==> src/rtl/mb_chan_resp_if.sv <==
// mb_chan_resp_if: DMA20 channel word-request and memory bus bundle
//  slave  : responder side (mb_chan_resp)
//  master : CCW logic / memory side driving requests and memory handshakes
interface mb_chan_resp_if #(parameter int ADR_W = 22);
  logic [3:0]       ccw_wd_req_h;
  logic             ccw_mem_store_ena_h;
  logic [ADR_W-1:0] ccw_cha_h;
  logic             ch_mb_req_inh_h;
  logic [35:0]      chan_wr_data_h;
  logic             mem_ack_h;
  logic             mem_rd_valid_h;
  logic [36:0]      mem_rd_data_h;
  logic             mem_wr_rdy_h;
  logic             err_clr_l;
  logic             mem_start_h;
  logic             mem_wr_h;
  logic [ADR_W-1:0] mem_adr_h;
  logic [3:0]       mem_wd_mask_h;
  logic [36:0]      mem_wr_data_h;
  logic [3:0]       mb_hold_in_h;
  logic [35:0]      chan_rd_data_h;
  logic [1:0]       wd_idx_h;
  logic             ccl_wd_taken_h;
  logic             resp_busy_h;
  logic             ccl_mem_err_latch_l;
  logic             err_nxm_h;
  logic             err_par_h;
  modport slave (
    input  ccw_wd_req_h, ccw_mem_store_ena_h, ccw_cha_h, ch_mb_req_inh_h, chan_wr_data_h,
           mem_ack_h, mem_rd_valid_h, mem_rd_data_h, mem_wr_rdy_h, err_clr_l,
    output mem_start_h, mem_wr_h, mem_adr_h, mem_wd_mask_h, mem_wr_data_h, mb_hold_in_h,
           chan_rd_data_h, wd_idx_h, ccl_wd_taken_h, resp_busy_h, ccl_mem_err_latch_l,
           err_nxm_h, err_par_h
  );
  modport master (
    output ccw_wd_req_h, ccw_mem_store_ena_h, ccw_cha_h, ch_mb_req_inh_h, chan_wr_data_h,
           mem_ack_h, mem_rd_valid_h, mem_rd_data_h, mem_wr_rdy_h, err_clr_l,
    input  mem_start_h, mem_wr_h, mem_adr_h, mem_wd_mask_h, mem_wr_data_h, mb_hold_in_h,
           chan_rd_data_h, wd_idx_h, ccl_wd_taken_h, resp_busy_h, ccl_mem_err_latch_l,
           err_nxm_h, err_par_h
  );
endinterface

==> src/rtl/mb_chan_resp.sv <==
// mb_chan_resp: memory-side responder for DMA20 channel quadword word requests
//  clk_mb_h   : clock, rising edge
//  mr_reset_l : asynchronous active-low reset
//  bus        : mb_chan_resp_if.slave (requests, memory handshake, read/store data, error status)
//  MB_CHAN_PAR_EN : when defined, read words are checked for odd parity and flag err_par_h
module mb_chan_resp #(
  parameter int TMO_CYC = 64,
  parameter int ADR_W   = 22
) (
  input logic           clk_mb_h,
  input logic           mr_reset_l,
  mb_chan_resp_if.slave bus
);
  localparam int CW = $clog2(TMO_CYC + 1);
  typedef enum logic [2:0] {IDLE, START, WAIT, XFER, DONE} state_t;
  state_t state, nxt;
  logic [3:0] mask, rem, rem_n, hold;
  logic [ADR_W-1:0] adr;
  logic [CW-1:0] cnt;
  logic [35:0] rd_data;
  logic [1:0] idx;
  logic wr, rd_tk, nxm, par, acc, tmo, mv;
  function automatic logic [1:0] low(input logic [3:0] m);
    return m[0] ? 2'd0 : m[1] ? 2'd1 : m[2] ? 2'd2 : 2'd3;
  endfunction
  always_comb begin
    acc   = |bus.ccw_wd_req_h && !bus.ch_mb_req_inh_h && !(nxm || par);
    tmo   = cnt == CW'(TMO_CYC - 1);
    mv    = state == XFER && (wr ? bus.mem_wr_rdy_h : bus.mem_rd_valid_h);
    rem_n = rem & ~(4'b1 << idx);
    nxt   = state;
    case (state)
      IDLE:    nxt = acc ? START : IDLE;
      START:   nxt = WAIT;
      WAIT:    nxt = bus.mem_ack_h ? XFER : tmo ? DONE : WAIT;
      XFER:    nxt = mv && rem_n == 4'b0 ? DONE : XFER;
      default: nxt = IDLE;
    endcase
  end
  always_ff @(posedge clk_mb_h or negedge mr_reset_l)
    if (!mr_reset_l) state <= IDLE;
    else state <= nxt;
  always_ff @(posedge clk_mb_h or negedge mr_reset_l)
    if (!mr_reset_l) begin
      mask    <= '0;
      rem     <= '0;
      adr     <= '0;
      wr      <= 1'b0;
      cnt     <= '0;
      idx     <= '0;
      hold    <= '0;
      rd_tk   <= 1'b0;
      rd_data <= '0;
      nxm     <= 1'b0;
      par     <= 1'b0;
    end else begin
      hold  <= '0;
      rd_tk <= 1'b0;
      cnt   <= state == WAIT ? cnt + CW'(1) : '0;
      if (state == IDLE && acc) begin
        mask <= bus.ccw_wd_req_h;
        adr  <= bus.ccw_cha_h & ~ADR_W'(3);
        wr   <= bus.ccw_mem_store_ena_h;
      end
      if (state == DONE) mask <= '0;
      if (state == WAIT && bus.mem_ack_h) begin
        rem <= mask;
        idx <= low(mask);
      end
      if (mv) begin
        rem <= rem_n;
        if (|rem_n) idx <= low(rem_n);
      end
      if (mv && !wr) begin
        rd_data <= bus.mem_rd_data_h[35:0];
        hold    <= 4'b1 << idx;
        rd_tk   <= 1'b1;
      end
      if (!bus.err_clr_l) begin
        nxm <= 1'b0;
        par <= 1'b0;
      end
      if (state == WAIT && !bus.mem_ack_h && tmo) nxm <= 1'b1;
`ifdef MB_CHAN_PAR_EN
      if (mv && !wr && !(^bus.mem_rd_data_h)) par <= 1'b1;
`endif
    end
`ifndef MB_CHAN_PAR_EN
  logic unused_par;
  assign unused_par = bus.mem_rd_data_h[36];
`endif
  assign bus.mem_start_h         = state == START;
  assign bus.mem_wr_h            = wr;
  assign bus.mem_adr_h           = adr;
  assign bus.mem_wd_mask_h       = mask;
  assign bus.mem_wr_data_h       = state == XFER && wr ? {~^bus.chan_wr_data_h, bus.chan_wr_data_h} : '0;
  assign bus.mb_hold_in_h        = hold;
  assign bus.chan_rd_data_h      = rd_data;
  assign bus.wd_idx_h            = idx;
  assign bus.ccl_wd_taken_h      = rd_tk || (mv && wr);
  assign bus.resp_busy_h         = state != IDLE;
  assign bus.ccl_mem_err_latch_l = !(nxm || par);
  assign bus.err_nxm_h           = nxm;
  assign bus.err_par_h           = par;
endmodule

==> src/flat_wrapper.sv <==
// flat-port wrapper written by rule: the top's interface ports become plain ports
module mb_chan_resp_flat 
#(
  parameter int TMO_CYC = 64,
  parameter int ADR_W   = 22
)
  (clk_mb_h, mr_reset_l, bus_ccw_wd_req_h, bus_ccw_mem_store_ena_h, bus_ccw_cha_h, bus_ch_mb_req_inh_h, bus_chan_wr_data_h, bus_mem_ack_h, bus_mem_rd_valid_h, bus_mem_rd_data_h, bus_mem_wr_rdy_h, bus_err_clr_l, bus_mem_start_h, bus_mem_wr_h, bus_mem_adr_h, bus_mem_wd_mask_h, bus_mem_wr_data_h, bus_mb_hold_in_h, bus_chan_rd_data_h, bus_wd_idx_h, bus_ccl_wd_taken_h, bus_resp_busy_h, bus_ccl_mem_err_latch_l, bus_err_nxm_h, bus_err_par_h);
  mb_chan_resp_if #(.ADR_W(ADR_W)) bus_i ();
  input logic clk_mb_h;
  input logic mr_reset_l;
  input wire logic [$bits(bus_i.ccw_wd_req_h)-1:0] bus_ccw_wd_req_h;
  input wire logic [$bits(bus_i.ccw_mem_store_ena_h)-1:0] bus_ccw_mem_store_ena_h;
  input wire logic [$bits(bus_i.ccw_cha_h)-1:0] bus_ccw_cha_h;
  input wire logic [$bits(bus_i.ch_mb_req_inh_h)-1:0] bus_ch_mb_req_inh_h;
  input wire logic [$bits(bus_i.chan_wr_data_h)-1:0] bus_chan_wr_data_h;
  input wire logic [$bits(bus_i.mem_ack_h)-1:0] bus_mem_ack_h;
  input wire logic [$bits(bus_i.mem_rd_valid_h)-1:0] bus_mem_rd_valid_h;
  input wire logic [$bits(bus_i.mem_rd_data_h)-1:0] bus_mem_rd_data_h;
  input wire logic [$bits(bus_i.mem_wr_rdy_h)-1:0] bus_mem_wr_rdy_h;
  input wire logic [$bits(bus_i.err_clr_l)-1:0] bus_err_clr_l;
  output wire logic [$bits(bus_i.mem_start_h)-1:0] bus_mem_start_h;
  output wire logic [$bits(bus_i.mem_wr_h)-1:0] bus_mem_wr_h;
  output wire logic [$bits(bus_i.mem_adr_h)-1:0] bus_mem_adr_h;
  output wire logic [$bits(bus_i.mem_wd_mask_h)-1:0] bus_mem_wd_mask_h;
  output wire logic [$bits(bus_i.mem_wr_data_h)-1:0] bus_mem_wr_data_h;
  output wire logic [$bits(bus_i.mb_hold_in_h)-1:0] bus_mb_hold_in_h;
  output wire logic [$bits(bus_i.chan_rd_data_h)-1:0] bus_chan_rd_data_h;
  output wire logic [$bits(bus_i.wd_idx_h)-1:0] bus_wd_idx_h;
  output wire logic [$bits(bus_i.ccl_wd_taken_h)-1:0] bus_ccl_wd_taken_h;
  output wire logic [$bits(bus_i.resp_busy_h)-1:0] bus_resp_busy_h;
  output wire logic [$bits(bus_i.ccl_mem_err_latch_l)-1:0] bus_ccl_mem_err_latch_l;
  output wire logic [$bits(bus_i.err_nxm_h)-1:0] bus_err_nxm_h;
  output wire logic [$bits(bus_i.err_par_h)-1:0] bus_err_par_h;
  assign bus_i.ccw_wd_req_h = bus_ccw_wd_req_h;
  assign bus_i.ccw_mem_store_ena_h = bus_ccw_mem_store_ena_h;
  assign bus_i.ccw_cha_h = bus_ccw_cha_h;
  assign bus_i.ch_mb_req_inh_h = bus_ch_mb_req_inh_h;
  assign bus_i.chan_wr_data_h = bus_chan_wr_data_h;
  assign bus_i.mem_ack_h = bus_mem_ack_h;
  assign bus_i.mem_rd_valid_h = bus_mem_rd_valid_h;
  assign bus_i.mem_rd_data_h = bus_mem_rd_data_h;
  assign bus_i.mem_wr_rdy_h = bus_mem_wr_rdy_h;
  assign bus_i.err_clr_l = bus_err_clr_l;
  assign bus_mem_start_h = bus_i.mem_start_h;
  assign bus_mem_wr_h = bus_i.mem_wr_h;
  assign bus_mem_adr_h = bus_i.mem_adr_h;
  assign bus_mem_wd_mask_h = bus_i.mem_wd_mask_h;
  assign bus_mem_wr_data_h = bus_i.mem_wr_data_h;
  assign bus_mb_hold_in_h = bus_i.mb_hold_in_h;
  assign bus_chan_rd_data_h = bus_i.chan_rd_data_h;
  assign bus_wd_idx_h = bus_i.wd_idx_h;
  assign bus_ccl_wd_taken_h = bus_i.ccl_wd_taken_h;
  assign bus_resp_busy_h = bus_i.resp_busy_h;
  assign bus_ccl_mem_err_latch_l = bus_i.ccl_mem_err_latch_l;
  assign bus_err_nxm_h = bus_i.err_nxm_h;
  assign bus_err_par_h = bus_i.err_par_h;
  mb_chan_resp #(.TMO_CYC(TMO_CYC), .ADR_W(ADR_W)) u_core (.clk_mb_h(clk_mb_h), .mr_reset_l(mr_reset_l), .bus(bus_i));
endmodule
==> config.mk <==
export PLATFORM = sky130hd
export DESIGN_NAME = mb_chan_resp_flat
export DESIGN_NICKNAME = d
export VERILOG_FILES = /design/src/rtl/mb_chan_resp_if.sv /design/src/rtl/mb_chan_resp.sv /design/src/flat_wrapper.sv
export SDC_FILE = /design/constraint.sdc
export NUM_CORES = 1
export LEC_CHECK = 0
export ABC_AREA = 1
export CORE_UTILIZATION = 40
export DETAILED_ROUTE_END_ITERATION = 8
export PLACE_DENSITY = 0.8
export SLEW_MARGIN = 20
export SYNTH_ARGS = -nofsm -noshare
export SYNTH_HDL_FRONTEND = slang
export SYNTH_SLANG_ARGS = --single-unit
==> constraint.sdc <==
create_clock -name clk_mb_h -period 1.7 [get_ports clk_mb_h]
set_input_delay 0.34 -clock clk_mb_h [delete_from_list [all_inputs] [get_ports clk_mb_h]]
set_output_delay 0.34 -clock clk_mb_h [all_outputs]
set_load 0.02 [all_outputs]
==> results of run 1 <==
[cell usage in the layout (no fill, tap or decap), drive strengths merged]
cell | synthesis | layout
a21boi | 1 | 1
a21o | 1 | 1
a21oi | 6 | 6
a221o | 1 | 1
and3 | 1 | 1
buf | 9 | 132
bufinv | 0 | 1
clkbuf | 7 | 12
clkdlybuf4s50 | 0 | 74
clkinv | 0 | 1
clkinvlp | 0 | 2
conb | 1 | 3
dfrtp | 83 | 83
dlygate4sd2 | 0 | 22
dlymetal6s2s | 0 | 43
ha | 1 | 1
inv | 71 | 73
mux2 | 20 | 20
nand2 | 234 | 234
nand3 | 6 | 6
nand3b | 2 | 2
nand4 | 3 | 3
nor2 | 57 | 57
nor3 | 8 | 8
o211ai | 4 | 4
o21ai | 8 | 8
o221ai | 1 | 1
o22ai | 3 | 3
o31ai | 1 | 1
o41ai | 1 | 1
xnor2 | 11 | 11
xor2 | 11 | 11
[state kept, by name (all words and copies together) (netlist names), 2 cells and up]
register                   flops
u_core.bus.chan_rd_data_h     36
u_core.bus.mb_hold_in_h        4
u_core.bus.mem_adr_h          20
u_core.bus.mem_wd_mask_h       4
u_core.bus.wd_idx_h            2
u_core.cnt                     7
u_core.rem                     4
u_core.state                   3
[power by group through the flow]
stage / clock network (µW) / logic [µW] / registers, µW
finish: 1410 / 6800 / 3300
global route: 1520 / 7210 / 3390
CTS: 1420 / 6190 / 3300
detailed placement: 0 / 5980 / 3290
global placement: 0 / 5830 / 3270
floorplan: 0 / 2170 / 4120
[per-stage QoR]
stage          std cells  hold slack [ns]  util (%)  area, µm²  power (µW)
2_1_floorplan        554          0.04441         -       4414        6294
3_3_place_gp         922           0.3982     65.64       6898        9095
3_5_place_dp         922           0.4083     65.64       6898        9271
4_1_cts              950          0.01534     69.89       7345       10910
5_1_grt              963          0.02858     76.25       8013       12120
6_report             963        -0.008341     76.25       8013       11510
[critical path, delay by kind of cell, from the launching register on]
kind	cells	cell delay [ns]
buffers and inverters	4	0.49
DFF	1	0.41
and+or+nand+nor	3	0.35
[path summary, 6_finish.rpt]
kind / startpoint / slack, ns / endpoint
max: u_core.state[2] / -0.25 / bus_mem_wr_data_h[18]
min: mr_reset_l / -0.008 / u_core.bus.mb_hold_in_h[0]
max reg2reg: u_core.state[0] / -0.15 / u_core.bus.mem_adr_h[10]
min reg2reg: u_core.cnt[0] / 0.47 / u_core.cnt[0]
max in group asynchronous: mr_reset_l / 1.35 / u_core.state[2]
min in group clk_mb_h: bus_ccw_wd_req_h[0] / 0.32 / u_core.bus.mem_wd_mask_h[0]
[logic make-up after synthesis]
family          synth area share [%]
compound gates                 4.713
simple gates                   28.90
flops                          47.13
other cells                  0.08510
fa+ha+maj                     0.2839
xor+xnor                       4.372
mux                            6.218
buf+inv                        8.291
[metal layers]
layer / wire [µm] / global-route usage [%]
met1: 5194 / 25.61
met3: 1327 / 9.179
met5: 0 / 0
met2: 8143 / 45.67
met4: 405 / 9.002
[final cells by class]
type	instances	area share, %
Tap cell	136	2.124
Clock buffer	10	1.593
Clock inverter	5	0.7808
Inverter	71	3.685
Timing Repair inverter	1	0.2498
Sequential cell	83	25.95
Multi-Input combinational cell	384	31.71
Timing Repair Buffer	273	33.90
[what timing repair did]
item,4_1_cts,5_1_grt
resized for setup,469,161
pin swaps,81,44
hold buffers,0,0
setup buffers,12,12
gates cloned,1,3
endpoints found under the setup margin,75,123
==> results.cfg, run 1 <==
[run_status]
status = finished, violations left
violations = negative hold slack, negative setup slack

[pwr]
p_int_uw = 6624
powerDensity_mw_per_mm2 = 1437
p_leak_uw = 0.004530
power.share.sequential_pct = 28.7
netSwitchingPower_uw = 4890
pwr-share-comb_pct = 59.1
clkPwrFrac_pct = 12.3
power_switching_share_pct = 42.47
ir_worst_vdd_v = 0.001120

[global_route]
grt_pass1_vias = 4814
antenna_found_initial = 0
track_usage_pct = 24.84
grt_max_degree = 84
overflow = 0
grt_pass1_wl_um = 22290

[worst_setup_path]
slowest_stage = dfrtp_1
crit_chain = inv_2, nand3_4, nor2_4, buf_12, inv_16, nor2_1, buf_4
slowest_delay_ns = 0.41
worst_setup_path_start_kind = flop
cp_data_required_time_ns = 1.36
timing.critical_path.fanout_max = 18
worstSetupPathType = reg2out
endpoint_kind = primary output
crit_arrival_ns = 1.61
rr_worst_depth = 8

[synth]
synth_top_area_share_pct = 47.13
synth_cell_types = 40
synthTopCellsByArea = dfrtp_1, nand2_1, inv_1
avgSynthCellArea_um2 = 7.983
syn_inst = 552
yosysTopAreaCell = dfrtp_1
synth_seq_cells = 83
synthArstFlopShare_pct = 100.0
ys_dominant_reg_cell = dfrtp_1
synth_most_common_cell = nand2_1
netlist_top_cells_count = nand2_1, dfrtp_1, inv_1
syn-cell-area_mm2 = 0.004407
synth_edf_count = 0
yosysSeqAreaShare_pct = 47.13
yosys_warnings = 0

[sta]
fmax_mhz = 512.6
maxSlewHeadroom_pct = 51.87
clock-skew-final_ns = 0.01230
max_slew.worst_pin.slew_ns = 0.7196
slew_violations = 0
setup_tns_ns = -10.14
holdWs_ns = -0.008341
finalWorstSetupSlack_ns = -0.2508
fin_crit_sh_pct = 114.8
period_minus_slack_ns = 1.951
hold_violations = 8
grt_setup_unrepaired = yes
finalSetupViolations = 71

[clock_tree]
clkLatencyLatePin_ns = 0.35
clockRootBuffer = clkbuf_8
h-tree-depth = 3
cts_tree = yes
cts_buffers = 9
cts_buffer_depth = 2
numClockSinks = 83
clkSlewWorstSetupHoldPaths_ns = 0.09

[detailed_routing]
via_per_inst = 4.906
vias = 4724
firstDrtPassIters = 6
drtAntennaViolNets = 0
drt-total-wl_um = 15070
drt-initial-drc-count = 158
wl_per_cell_um = 15.65
drcViolationCount = 0

[final_layout]
fill_cells = 676
seqCellArea_mm2 = 0.002079
fin_nets = 931
multiInputGateArea_mm2 = 0.002541
diodes = 0
syn2layout_area_growth_pct = 81.83
drive_gt1_share_pct = 36.64

[die]
rows = 37
num_io_pins = 219
dieArea_mm2 = 0.01144
die_h_um = 107.0
fp.dieW_um = 107.0
core_mm2 = 0.01051
initial_core_util_pct = 41.93

[job]
drv_cap = 0

[placed_design]
place.gp.congestion = 0.8067
dp_hpwl_um = 9940
port_buffers = 212
pre_cts_slack_ns = -1.131

[worst_hold_path]
worstHoldPathType = in2async
Power figures use the tool's default switching activity.
==> run 2: changes to the inputs <==
--- a/config.mk
+++ b/config.mk
@@ -6,9 +6,10 @@
 export NUM_CORES = 1
 export LEC_CHECK = 0
 export ABC_AREA = 1
-export CORE_UTILIZATION = 40
+export CORE_ASPECT_RATIO = 1.4
+export CORE_UTILIZATION = 41
 export DETAILED_ROUTE_END_ITERATION = 8
-export PLACE_DENSITY = 0.8
+export PLACE_DENSITY = 0.82
 export SLEW_MARGIN = 20
 export SYNTH_ARGS = -nofsm -noshare
 export SYNTH_HDL_FRONTEND = slang
==> results.cfg, run 2 (synthesized netlist as in run 1, its figures left out) <==
[run_status]
status = finished, violations left
violations = negative setup slack

[pwr]
pwr-share-comb_pct = 57.4
clkPwrFrac_pct = 16.1
p_int_uw = 7492
power.share.sequential_pct = 26.5
netSwitchingPower_uw = 5246
ir_worst_vdd_v = 0.001438
power.total_uw = 12740
power_switching_share_pct = 41.18
p_leak_uw = 0.004325
powerDensity_mw_per_mm2 = 1546

[die]
die_h_um = 124.7
fp.dieW_um = 89.62
rows = 44
num_io_pins = 219
dieArea_mm2 = 0.01117
initial_core_util_pct = 42.35
core_mm2 = 0.01041

[worst_setup_path]
slowest_delay_ns = 0.20
crit_arrival_ns = 1.69
crit_chain = buf_2, xor2_2, nand2_1, nand2_1, nand2_1, nand2_2, nand2_1, nand2_1, nand2_2, nand3_2, nand2_2, nor2_4, buf_6
cp_data_required_time_ns = 1.36
slowest_stage = xor2_2
worstSetupPathType = in2out
critPathTopFamily = simple AND/OR/NAND/NOR gates
crit_buf_inv = 2
endpoint_kind = primary output
worst_setup_path_start_kind = primary input
crit_path_frequent_cell = nand2_1
timing.critical_path.fanout_max = 3

[final_layout]
mostFrequentLayoutCells = nand2_1, clkdlybuf4s50_1, dfrtp_1
syn2layout_area_growth_pct = 86.94
fin_nets = 949
diodes = 0
final_cell_area_mm2 = 0.008238
largest_register_ffs = 36
stdcell_count = 984
drive_gt1_share_pct = 39.60
layout_commonest_cell = nand2_1

[global_route]
grt_pass1_vias = 5109
grt_pass1_wl_um = 24210
grt_max_degree = 34
overflow = 0
track_usage_pct = 28.88
antenna_found_initial = 0

[placed_design]
place.gp.congestion = 0.8510
port_buffers = 212
dp_hpwl_um = 10080
post-place-cells = 923
place_area_mm2 = 0.006908

[sta]
finalWorstSetupSlack_ns = -0.3254
holdWs_ns = 0.3684
maxSlewHeadroom_pct = 63.89
slew_violations = 0
max_slew.worst_pin.slew_ns = 0.5399
fin_crit_sh_pct = 119.1
clock-skew-final_ns = 0.006489
fmax_mhz = 493.7
finalSetupViolations = 69
hold_violations = 0
grt_setup_unrepaired = yes
period_minus_slack_ns = 2.025

[clock_tree]
numClockSinks = 83
cts_buffer_depth = 2
cts_tree = yes
clkLatencyLatePin_ns = 0.34
h-tree-depth = 3
cts_buffers = 9
clkSlewWorstSetupHoldPaths_ns = 0.06
clockRootBuffer = clkbuf_16

[detailed_routing]
drtAntennaViolNets = 0
firstDrtPassIters = 5
wl_per_cell_um = 18.29
drt-initial-drc-count = 271
via_per_inst = 5.112
vias = 5030
drt-total-wl_um = 17990
drcViolationCount = 0

[worst_hold_path]
worstHoldPathType = in2reg

[job]
drv_cap = 0
-- run 2: cell types whose count changed in the layout (fill, tap and decap cells not counted), sizes merged --
cell           change
clkbuf             +5
inv                -1
dlygate4sd3        +1
clkdlybuf4s50     +37
buf               +15
dlygate4sd2        -8
dlymetal6s2s      -29
clkinv             -1
-- run 2: metal layers --
layer / vias up / wire length, µm / GRT usage, %
met5: - / 0 / 0
met4: 0 / 573 / 11.48
met3: 51 / 1691 / 8.284
met2: 315 / 9722 / 54.28
met1: 2416 / 6005 / 28.20
li1: 2248 / - / -
-- run 2: path summary, 6_finish.rpt --
kind	start	endpoint	slack, ns	depth (start not counted)
setup / recovery	bus_chan_wr_data_h[18]	bus_mem_wr_data_h[36]	-0.33	13
hold reg to reg	u_core.bus.chan_rd_data_h[31]	u_core.bus.chan_rd_data_h[31]	0.47	2
hold / removal	bus_ccw_wd_req_h[1]	u_core.bus.mem_wd_mask_h[1]	0.37	3
min in group asynchronous	mr_reset_l	u_core.bus.mem_adr_h[19]	0.47	2
setup reg to reg	u_core.state[2]	u_core.bus.mem_adr_h[10]	-0.20	9
max in group asynchronous	mr_reset_l	u_core.bus.wd_idx_h[0]	0.64	3
-- run 2: worst min-delay path, cell delays in order --
cell            delay [ns]
dlymetal6s2s_1        0.16
nand2_1               0.11
o21ai_2               0.05
-- run 2: final cells by class --
type	instances	area, µm²
timing repair buffer	291	2798
timing repair inverter	1	16.27
clock inverter	3	45.04
clock buffer	13	270.3
tap	138	172.7
inverter	71	286.5
multi-input combinational	384	2571
fill	571	2167
sequential	83	2078
-- run 2: through the flow --
stage               worst slack (ns)  utilization (%)   TNS, ns
detailed placement            -1.050            66.39    -21.93
global placement              -1.009            66.39    -19.15
CTS                          -0.2103            73.48    -8.159
finish                       -0.3254            79.17    -11.54
global route                 -0.4424            79.17    -16.88
floorplan                  -0.003146                -  -0.09438
-- run 2: power groups by stage --
stage | Combinational [µW] | Sequential [µW] | Clock, µW
4_1_cts | 6440 | 3320 | 2050
6_report | 7310 | 3380 | 2050
2_1_floorplan | 2170 | 4120 | 0
3_3_place_gp | 5760 | 3280 | 0
5_1_grt | 7680 | 3460 | 2160
3_5_place_dp | 5900 | 3310 | 0
-- run 2: timing repair --
action	CTS	global route
hold endpoints to repair	26	0
cloned	3	1
pin swaps	75	51
setup endpoints to repair	59	102
hold buffers	1	0
gates resized for setup	444	148
setup buffers	29	14
